**config.mk**
```make
export PLATFORM = sky130hd
export DESIGN_NAME = cpu_step_ctrl
export DESIGN_NICKNAME = d
export VERILOG_FILES = /design/src/rtl/cpu_step_ctrl.sv
export SDC_FILE = /design/constraint.sdc
export NUM_CORES = 1
export LEC_CHECK = 0
export CAP_MARGIN = 20
export CELL_PAD_IN_SITES_DETAIL_PLACEMENT = 1
export CELL_PAD_IN_SITES_GLOBAL_PLACEMENT = 2
export CORE_ASPECT_RATIO = 0.5
export CORE_MARGIN = 3
export CORE_UTILIZATION = 31
export DETAILED_ROUTE_END_ITERATION = 12
export PLACE_DENSITY_LB_ADDON = 0.1
export SYNTH_ARGS = -nofsm -noshare
export SYNTH_HDL_FRONTEND = slang
export SYNTH_SLANG_ARGS = --single-unit
```
**constraint.sdc**
```tcl
create_clock -name clk -period 5.6 [get_ports clk]
set_input_delay 1.68 -clock clk [delete_from_list [all_inputs] [get_ports clk]]
set_output_delay 1.68 -clock clk [all_outputs]
set_load 0.01 [all_outputs]
```
**src/rtl/cpu_step_ctrl.sv**
```systemverilog
// cpu_step_ctrl
//   Run-control stage that sits behind the push-button debouncers. It turns
//   the single-cycle step/run/halt pulses into a registered clock-enable for
//   the CPU core. It supports single-step (STEP_CYCLES enabled cycles per
//   command), free-run and halt. It stops permanently (until rst) once the
//   core reports that it has executed its halt instruction.
//
// Parameters
//   STEP_CYCLES  cpu_en cycles issued per step command (>= 1)
//   CNT_W        width of the enabled-cycle counter en_cnt
//
// Ports
//   clk          system clock
//   rst          synchronous reset, active-high; overrides every other input
//   step_pulse   request one step (1-cycle pulse)
//   run_pulse    request free-run (1-cycle pulse)
//   halt_pulse   request halt (1-cycle pulse)
//   cpu_halted   core executed its halt instruction (level or pulse)
//   cpu_en       registered clock-enable to the core
//   state_o      00 IDLE, 01 STEP, 10 RUN, 11 STOP
//   en_cnt       number of cycles with cpu_en=1, wraps silently
//
// Optional feature (macro CPU_STEP_CTRL_BREAK_EN)
//   pc_in        PC of the instruction executing in the current cycle
//   bp_addr      breakpoint address
//   bp_valid     breakpoint armed
//   bp_hit       1-cycle pulse when a breakpoint stops RUN
//   Breakpoints are checked only in RUN. This means a step from a breakpoint
//   address does not immediately re-trigger.

module cpu_step_ctrl #(
    parameter int unsigned STEP_CYCLES = 1,
    parameter int unsigned CNT_W       = 32
) (
    input  logic             clk,
    input  logic             rst,
    input  logic             step_pulse,
    input  logic             run_pulse,
    input  logic             halt_pulse,
    input  logic             cpu_halted,
`ifdef CPU_STEP_CTRL_BREAK_EN
    input  logic [31:0]      pc_in,
    input  logic [31:0]      bp_addr,
    input  logic             bp_valid,
    output logic             bp_hit,
`endif
    output logic             cpu_en,
    output logic [1:0]       state_o,
    output logic [CNT_W-1:0] en_cnt
);

    // STEP_CYCLES-1 must fit in the remaining-cycle counter.
    localparam int unsigned REM_W = (STEP_CYCLES > 1) ? $clog2(STEP_CYCLES) : 1;

    typedef enum logic [1:0] {
        IDLE = 2'b00,
        STEP = 2'b01,
        RUN  = 2'b10,
        STOP = 2'b11
    } state_e;

    state_e             state_q,  state_d;
    logic               cpu_en_q, cpu_en_d;
    logic [REM_W-1:0]   remain_q, remain_d;
    logic [CNT_W-1:0]   en_cnt_q, en_cnt_d;
    logic               bp_match;
`ifdef CPU_STEP_CTRL_BREAK_EN
    logic               bp_hit_q, bp_hit_d;

    // This match only qualifies an enabled cycle, so the instruction at the
    // breakpoint still completes.
    assign bp_match = cpu_en_q && bp_valid && (pc_in == bp_addr);
`else
    assign bp_match = 1'b0;
`endif

    always_ff @(posedge clk) begin
        if (rst) begin
            state_q  <= IDLE;
            cpu_en_q <= 1'b0;
            remain_q <= '0;
            en_cnt_q <= '0;
`ifdef CPU_STEP_CTRL_BREAK_EN
            bp_hit_q <= 1'b0;
`endif
        end else begin
            state_q  <= state_d;
            cpu_en_q <= cpu_en_d;
            remain_q <= remain_d;
            en_cnt_q <= en_cnt_d;
`ifdef CPU_STEP_CTRL_BREAK_EN
            bp_hit_q <= bp_hit_d;
`endif
        end
    end

    always_comb begin
        state_d  = state_q;
        cpu_en_d = cpu_en_q;
        remain_d = remain_q;
        // en_cnt counts the enabled cycle that ends at this edge.
        en_cnt_d = en_cnt_q + CNT_W'(cpu_en_q);
`ifdef CPU_STEP_CTRL_BREAK_EN
        bp_hit_d = 1'b0;
`endif

        case (state_q)
            IDLE: begin
                if (cpu_halted) begin
                    state_d  = STOP;
                    cpu_en_d = 1'b0;
                end else if (halt_pulse) begin
                    state_d  = IDLE;
                end else if (run_pulse) begin
                    state_d  = RUN;
                    cpu_en_d = 1'b1;
                end else if (step_pulse) begin
                    state_d  = STEP;
                    cpu_en_d = 1'b1;
                    remain_d = REM_W'(STEP_CYCLES - 1);
                end
            end
            STEP: begin
                // step/run pulses are dropped while a step is in progress.
                if (cpu_halted) begin
                    state_d  = STOP;
                    cpu_en_d = 1'b0;
                end else if (halt_pulse || (remain_q == '0)) begin
                    state_d  = IDLE;
                    cpu_en_d = 1'b0;
                end else begin
                    remain_d = remain_q - REM_W'(1);
                end
            end
            RUN: begin
                if (cpu_halted) begin
                    state_d  = STOP;
                    cpu_en_d = 1'b0;
                end else if (halt_pulse) begin
                    state_d  = IDLE;
                    cpu_en_d = 1'b0;
                end else if (bp_match) begin
                    state_d  = IDLE;
                    cpu_en_d = 1'b0;
`ifdef CPU_STEP_CTRL_BREAK_EN
                    bp_hit_d = 1'b1;
`endif
                end
            end
            default: begin
                state_d  = STOP;
                cpu_en_d = 1'b0;
            end
        endcase
    end

    assign cpu_en  = cpu_en_q;
    assign state_o = state_q;
    assign en_cnt  = en_cnt_q;
`ifdef CPU_STEP_CTRL_BREAK_EN
    assign bp_hit  = bp_hit_q;
`endif

endmodule

```
==> reports/metrics.yaml, run 1 <==
cts_buffers: 5
path_cells: "clkdlybuf4s50_1 -> buf_4 -> nor2b_1 -> mux2_2"
layout-drive-gt1-share_pct: 7.32
crit_slowest_cell: "clkdlybuf4s50_1"
wl_per_cell_um: 14.6
hold_class: "reg2reg"
viasPerCell: 5.30
syn_area_um2: 1790
synth_simple_gate_area_share_pct: 28.5
grt_pass1_vias: 1718
hold_viol_final: 0
cp-end-kind: "flip-flop"
power_mw: 0.653
dp_slack_ns: 2.09
ant_nets: 0
cts_hold_buf: 0
nets: 258
cpPeakStageDelay_ns: 0.95
clock_path_buffers: 2
relSlewSlack_pct: 50.5
tightest_slew_ns: 0.740
yosys_register_bits: 36
clock_sinks: 36
synth_top_family_by_area: "simple AND/OR/NAND/NOR gates"
antenna_found_initial: 0
critical_path_class: "in2reg"
mostFrequentLayoutCells: "clkdlybuf4s50_1, dfxtp_1, a21oi_1"
fin_area_um2: 2410
avgSynthCellArea_um2: 8.62
yosysTopAreaCellShare_pct: 40.2
start_util_pct: 34.2
die_h_um: 59.8
final_util_pct: 45.9
async_flop_share_pct: 0
post_cts_buffers: 0
port_buffers: 40
cts_root_buffer: "clkbuf_16"
syn2layout_area_growth_pct: 34.4
timing.setup.tns_ns: 0
fp.coreArea_um2: 5250
synth_compound_area_share_pct: 14.9
grt_pass1_wl_um: 8000
cts_max_level: 2
layout_commonest_cell: "clkdlybuf4s50_1"
p_leak_nw: 0.817
worst-path-buf-inv: 2
drt_iter0_markers: 84
worstPathMaxFanout: 22
cts_tree: "built"
gp_congestion: 0.698
yosys_warnings: 0
power_density_nw_per_um2: 271
routed_wl_um: 4600
yosys-top-cells-area: "dfxtp_1, a21oi_1, ha_1"
max_freq_mhz: 313
whs_ns: 0.488
ys_seq_area_share_pct: 40.2
final-setup-viol-count: 0
clkSlewWorstSetupHoldPaths_ns: 0.05
track_usage_pct: 14.7
finalNonFillerCells: 316
syn-num-nets: 221
cts_resized: 0
synth_xor_area_share_pct: 4.88
clock_skew_ns: 0.00565
grt_max_degree: 23
cpLargestDelayFamily: "buffers and inverters"
synth_area_leader_cell: "dfxtp_1"
netlist_instances: 208
row_count: 18
vias: 1674
globalRoute.totalOverflow: 0
fin_ws_ns: 2.41
synth.distinct_cells: 37
worst-r2r-setup-slack_ns: 3.30
first_pass_iters: 4
final.min_clock_period_ns: 3.19
die_x_um: 114
synth_edf_count: 0
dp_hpwl_um: 3380
dpl-instance-area_um2: 2240
drv_cap: 0
worst_ep_arrival_time_ns: 3.36
io_pins: 41
grt_setup_unrepaired: "no"
worstSetupStartpointType: "primary input"
yosys_most_used_dff: "dfxtp_1"
synth_fa_ha_area_share_pct: 4.88
peakVddDrop_mv: 0.130
clk_latency_ns: 0.28
diodes: 0
outcome: "completed"
synthMuxAreaShare_pct: 2.51
fin_crit_sh_pct: 57.0
drc: 0
die_area_um2: 6790
crit_required_ns: 5.76
drv_slew: 0
dp.cells: 308
-- logic make-up (layout without fill, tap and decap cells) --
family / Yosys count / count (layout)
AO/OA/AOI/OAI: 44 / 44
XOR/XNOR: 10 / 10
adder cells (fa/ha/maj): 7 / 7
buffers and inverters: 18 / 56
flip-flops: 36 / 36
multiplexers: 4 / 4
AND/OR/NAND/NOR: 89 / 89
-- power breakdown --
| part | switching, mW | total, mW | internal [mW] |
|---|---|---|---|
| clock network | 0.108 | 0.317 | 0.209 |
| registers | 0.00670 | 0.269 | 0.262 |
| logic | 0.0341 | 0.0663 | 0.0322 |
| total | 0.149 | 0.653 | 0.503 |
-- cell usage after synthesis, drive strengths merged, types with 4 or more instances --
cell / instances
dfxtp: 36
nor2: 17
or4: 9
ha: 7
mux2: 4
o31ai: 9
o21ai: 9
clkbuf: 6
or3: 8
a21oi: 19
inv: 7
and2: 4
nand4: 6
nor2b: 7
and4: 4
xor2: 7
buf: 5
nand2: 12
nand3: 10
-- worst register-to-register path, cell delays in order (launching register included) --
cell     delay, ns
dfxtp_1       0.42
ha_1          0.21
ha_1          0.18
and2_1        0.28
nand4_2       0.39
or4_1         0.59
a21oi_1       0.15
-- routing by layer --
layer  vias to the layer above  GRT usage [%]  part of all wire, %
met5                         -              0                    0
met4                         0           3.60                 0.39
met3                         2           4.25                  4.8
met2                        24           25.4                   47
met1                       815           18.3                   48
li1                        833              -                    -
-- registers in the layout, summed over array words and instances, names as in the netlist --
signal    flops
state_o       2
en_cnt       32
remain_q      1
cpu_en        1
-- final cells by class --
type / instances / area, um^2
multi-input cells: 154 / 1000
inverters: 7 / 26.3
clock inverters: 3 / 42.5
repair buffers: 41 / 408
well taps: 70 / 87.6
flip-flops and latches: 36 / 721
clock buffers: 5 / 125
fillers: 618 / 2840
-- worst paths after layout --
check,start,to,depth (start not counted)
worst max-delay path,rst,en_cnt[29],4
worst min-delay path,remain_q,remain_q,1
worst max register to register,cpu_en,en_cnt[26],6
worst min register to register,remain_q,remain_q,1
Power figures use the tool's default switching activity.
==> run 2, diff against run 1 <==
Settings changed: CORE_UTILIZATION 31 to 26.
Clock period 5.6 ns to 2.8 ns, I/O delays scaled along.
==> run 2 against run 1 <==
  * Cell count up 6.0%
  * Register-to-register slack lost 2.7 ns
  * Flip-flop and latch count is the same
  * Highest routed layer unchanged
  * First-iteration DRC count grew 2.4%
  * Non-clock buffer count rose by 2
  * Count of clock-buffer cells in the layout grew 2
  * Core utilization shrank 7.7 points
==> reports/metrics.yaml, run 2 (same netlist as run 1, synthesis figures left out) <==
port_buffers: 40
vias: 1678
grt_pass1_wl_um: 8760
post_cts_buffers: 0
r2r_cells: 7
path_common_cell: "ha_1"
routed_wl_um: 5110
diodes: 0
timing.setup.tns_ns: 0
die_x_um: 123
ant_nets: 0
grtUsageMet1_pct: 18.4
crit_slowest_cell: "or4_1"
cts_root_buffer: "clkbuf_16"
fin_ws_ns: 0.618
wl_per_cell_um: 15.2
clkSlewWorstSetupHoldPaths_ns: 0.05
antenna_found_initial: 0
cts_max_level: 2
p_leak_nw: 0.822
r2r-start: "cpu_en"
worst_ep_arrival_time_ns: 2.40
clock_skew_ns: 0.00328
worstSetupStartpointType: "flip-flop"
crit_required_ns: 3.02
final.min_clock_period_ns: 2.18
cts_hold_buf: 0
hold_viol_final: 0
layout-drive-gt1-share_pct: 7.69
layout_commonest_cell: "clkdlybuf4s50_1"
largest_reg_flops: 32
fin_crit_sh_pct: 77.9
hold_class: "reg2reg"
drc: 0
worstReg2RegEnd: "en_cnt[28]"
power_mw: 1.27
io_pins: 41
nets: 260
cp-end-kind: "flip-flop"
drt_iter0_markers: 86
worst-r2r-setup-slack_ns: 0.62
dp.cells: 328
path_cells: "ha_1 -> ha_1 -> and2_1 -> nand4_2 -> buf_4 -> or4_1 -> a21oi_1"
dp_slack_ns: 0.452
critical_path_class: "reg2reg"
drv_cap: 0
cts_resized: 0
power_density_nw_per_um2: 520
holdPathStages: 1
globalRoute.totalOverflow: 0
cts_tree: "built"
grt_max_degree: 28
clk_latency_ns: 0.29
die_h_um: 64.7
outcome: "completed"
cts_buffers: 5
peakVddDrop_mv: 0.234
max_freq_mhz: 458
dp_hpwl_um: 3700
hp-start: "remain_q"
fp.coreArea_um2: 6360
gp_congestion: 0.716
whs_ns: 0.494
syn2layout_area_growth_pct: 35.7
finalNonFillerCells: 335
row_count: 20
cpLargestDelayFamily: "simple AND/OR/NAND/NOR gates"
clock_sinks: 36
drv_slew: 0
first_pass_iters: 4
worst-path-buf-inv: 1
track_usage_pct: 14.3
viasPerCell: 5.01
worstPathMaxFanout: 18
start_util_pct: 28.2
final-setup-viol-count: 0
busiest_layer: "met2"
clock_path_buffers: 2
grt_setup_unrepaired: "no"
relSlewSlack_pct: 67.3
worstHoldEndpoint: "remain_q"
mostFrequentLayoutCells: "clkdlybuf4s50_1, dfxtp_1, a21oi_1"
tightest_slew_ns: 0.489
die_area_um2: 7990
grt_pass1_vias: 1731
cpPeakStageDelay_ns: 0.48
grt_use_met2_pct: 22.7
use_met3_pct: 4.18
[run 2: changes by cell type in the layout (fill, tap and decap cells not counted)]
cell | previous run | this run
clkbuf_8 | 0 | 2
clkinv_2 | 1 | 0
buf_4 | 1 | 3
clkinvlp_4 | 1 | 0
bufinv_16 | 1 | 0
[run 2: power by group]
part	switching [mW]	leakage (nW)	internal, mW
Sequential	0.0139	0.291	0.524
Clock	0.220	0.0760	0.374
Combinational	0.0685	0.456	0.0648
Total	0.302	0.822	0.963
[run 2: per-layer routing]
metal / share of wire [%] / vias to the layer above
met1: 49 / 818
li1: - / 828
met3: 4.0 / 7
met2: 46 / 25
met5: 0 / -
met4: 1.6 / 0
[run 2: layout make-up]
class,instances,area [um^2]
fillers,750,3920
multi-input cells,154,1000
flip-flops and latches,36,721
repair buffers,43,423
clock buffers,7,153
well taps,88,110
inverters,7,26.3
[run 2: through the flow]
| step | util [%] | cell area (um^2) |
|---|---|---|
| 2_1_floorplan | - | 1790 |
| 3_3_place_gp | 35.9 | 2280 |
| 4_1_cts | 38.3 | 2430 |
| 5_1_grt | 38.3 | 2430 |
| 6_report | 38.3 | 2430 |
| 3_5_place_dp | 35.9 | 2280 |
[run 2: how the worst max path moves through the flow]
| stage | start | to | slack (ns) | cells after the start |
|---|---|---|---|---|
| floorplan | cpu_en | en_cnt[18] | 0.87 | 8 |
| global placement | run_pulse | state_o[0] | 0.55 | 5 |
| detailed placement | cpu_halted | state_o[1] | 0.45 | 5 |
| CTS | en_cnt[7] | en_cnt[25] | 0.61 | 4 |
| global route | en_cnt[7] | en_cnt[25] | 0.32 | 4 |
| finish | cpu_en | en_cnt[28] | 0.62 | 7 |
[run 2: worst register-to-register path, stage by stage (launching register included)]
cell	delay, ns
dfxtp_1	0.44
ha_1	0.21
ha_1	0.17
and2_1	0.30
nand4_2	0.13
buf_4	0.21
or4_1	0.48
a21oi_1	0.16
==> run 3, diff against run 2 <==
Clock period 2.8 ns to 2 ns, I/O delays scaled along.
==> run 3 against run 2 <==
  * Critical path depth decreased by 5
  * Clock power increased by 37%
  * Setup slack worse by 0.56 ns
  * Via count rose by 5.1%
  * Sequential share of layout area decreased by 2.5 points
  * Largest cell class unchanged
  * Worst hold slack improved by 0.0020 ns
  * First-iteration DRC count down 13%
  * Global-route usage grew 0.38 points
  * Flip-flop and latch count unchanged
  * Non-clock buffer count is 19 higher
  * Routed wire length up 6.0%
  * Cell count up 5.7%
==> reports/metrics.yaml, run 3 (same netlist as run 1, synthesis figures left out) <==
clock_sinks: 36
dp_hpwl_um: 3760
cts_max_level: 2
clkSlewWorstSetupHoldPaths_ns: 0.05
cts_buffers: 5
worst_ep_arrival_time_ns: 1.34
fin_crit_sh_pct: 97.2
port_buffers: 40
grtUsageMet1_pct: 18.8
grt_max_degree: 41
routed_wl_um: 5410
peakVddDrop_mv: 0.267
dpl-instance-area_um2: 2420
largest_reg_flops: 32
relSlewSlack_pct: 74.7
drt_iter0_markers: 75
p_leak_nw: 0.950
start_util_pct: 28.2
drc: 0
cts_root_buffer: "clkbuf_16"
syn2layout_area_growth_pct: 49.1
io_pins: 41
fp.coreArea_um2: 6360
cpPeakStageDelay_ns: 0.52
use_met3_pct: 4.80
drv_slew: 0
finalNonFillerCells: 354
drv_cap: 0
first_pass_iters: 4
worstSetupStartpointType: "flip-flop"
clock_skew_ns: 0.00230
wl_per_cell_um: 15.3
mostFrequentLayoutCells: "clkdlybuf4s50_1, dfxtp_1, a21oi_1, buf_4, nor2_1"
cts_hold_buf: 0
die_h_um: 64.7
final-setup-viol-count: 0
layout-drive-gt1-share_pct: 17.3
max_freq_mhz: 514
dp.cells: 343
nets: 279
fin_area_um2: 2670
die_x_um: 123
ant_nets: 0
vias: 1764
gp_congestion: 0.704
globalRoute.totalOverflow: 0
viasPerCell: 4.98
grt_pass1_wl_um: 9150
grt_setup_unrepaired: "no"
timing.setup.tns_ns: 0
power_density_nw_per_um2: 662
row_count: 20
hold_viol_final: 0
outcome: "completed"
critical_path_class: "reg2out"
die_area_um2: 7990
cp-end-kind: "output port"
cts_tree: "built"
fillers: 743
clk_latency_ns: 0.28
final.min_clock_period_ns: 1.94
diodes: 0
layout_commonest_cell: "clkdlybuf4s50_1"
crit_required_ns: 1.40
worstPathMaxFanout: 4
crit_slowest_cell: "clkdlybuf4s50_1"
grt_use_met2_pct: 23.9
track_usage_pct: 14.7
busiest_layer: "met2"
clock_path_buffers: 2
tightest_slew_ns: 0.371
hold_class: "reg2reg"
antenna_found_initial: 0
grt_pass1_vias: 1807
path_cells: "buf_4 -> clkdlybuf4s50_1"
## run 3: cell types whose count changed in the layout (fill, tap and decap cells not counted), sizes merged
| cell | before | now |
|---|---|---|
| buf | 3 | 20 |
| clkbuf | 7 | 9 |
## run 3: per-layer routing
layer	routed length (um)	vias up
met4	46	0
li1	-	873
met2	2530	28
met1	2630	858
met3	208	5
met5	0	-
## run 3: power breakdown
part           switching, mW  internal [mW]
registers             0.0183          0.735
logic                  0.101          0.100
clock network          0.291          0.523
total                  0.410           1.36
## run 3: path summary, 6_finish.rpt
path         slack [ns]  depth (start not counted)    endpoint        from
min                0.50                          2  en_cnt[24]  en_cnt[24]
min reg2reg        0.50                          2  en_cnt[24]  en_cnt[24]
max reg2reg        0.10                          5  en_cnt[25]      cpu_en
max                0.06                          2   en_cnt[3]   en_cnt[3]
## run 3: worst max-delay path: cells and delay by family, from the launching register on
kind	cells	cell delay (ns)
DFF	1	0.40
buffers and inverters	2	0.67
## run 3: through the flow
stage | hold slack [ns] | total power [mW] | util, % | setup slack (ns)
after floorplan | 0.468 | 0.877 | - | 0.0702
after global placement | 0.478 | 0.965 | 38.0 | -0.0151
after detailed placement | 0.493 | 0.972 | 38.0 | -0.0960
after CTS | 0.499 | 1.80 | 40.5 | 0.00289
after global routing | 0.530 | 1.87 | 42.0 | 0.00567
final | 0.496 | 1.77 | 42.0 | 0.0555
## run 3: final cells by class
cell class                 count  area (um^2)  share of cell area [%]
multi-input combinational    154         1030                    38.6
tap                           88          110                    4.12
timing repair buffer          62          626                    23.4
clock buffer                   7          153                    5.71
sequential                    36          726                    27.2
inverter                       7         26.3                   0.983
## run 3: what timing repair did
action,in CTS,in global routing
setup endpoints to repair,1,10
gates cloned,0,2
gates resized for setup,1,9
setup buffers,0,2
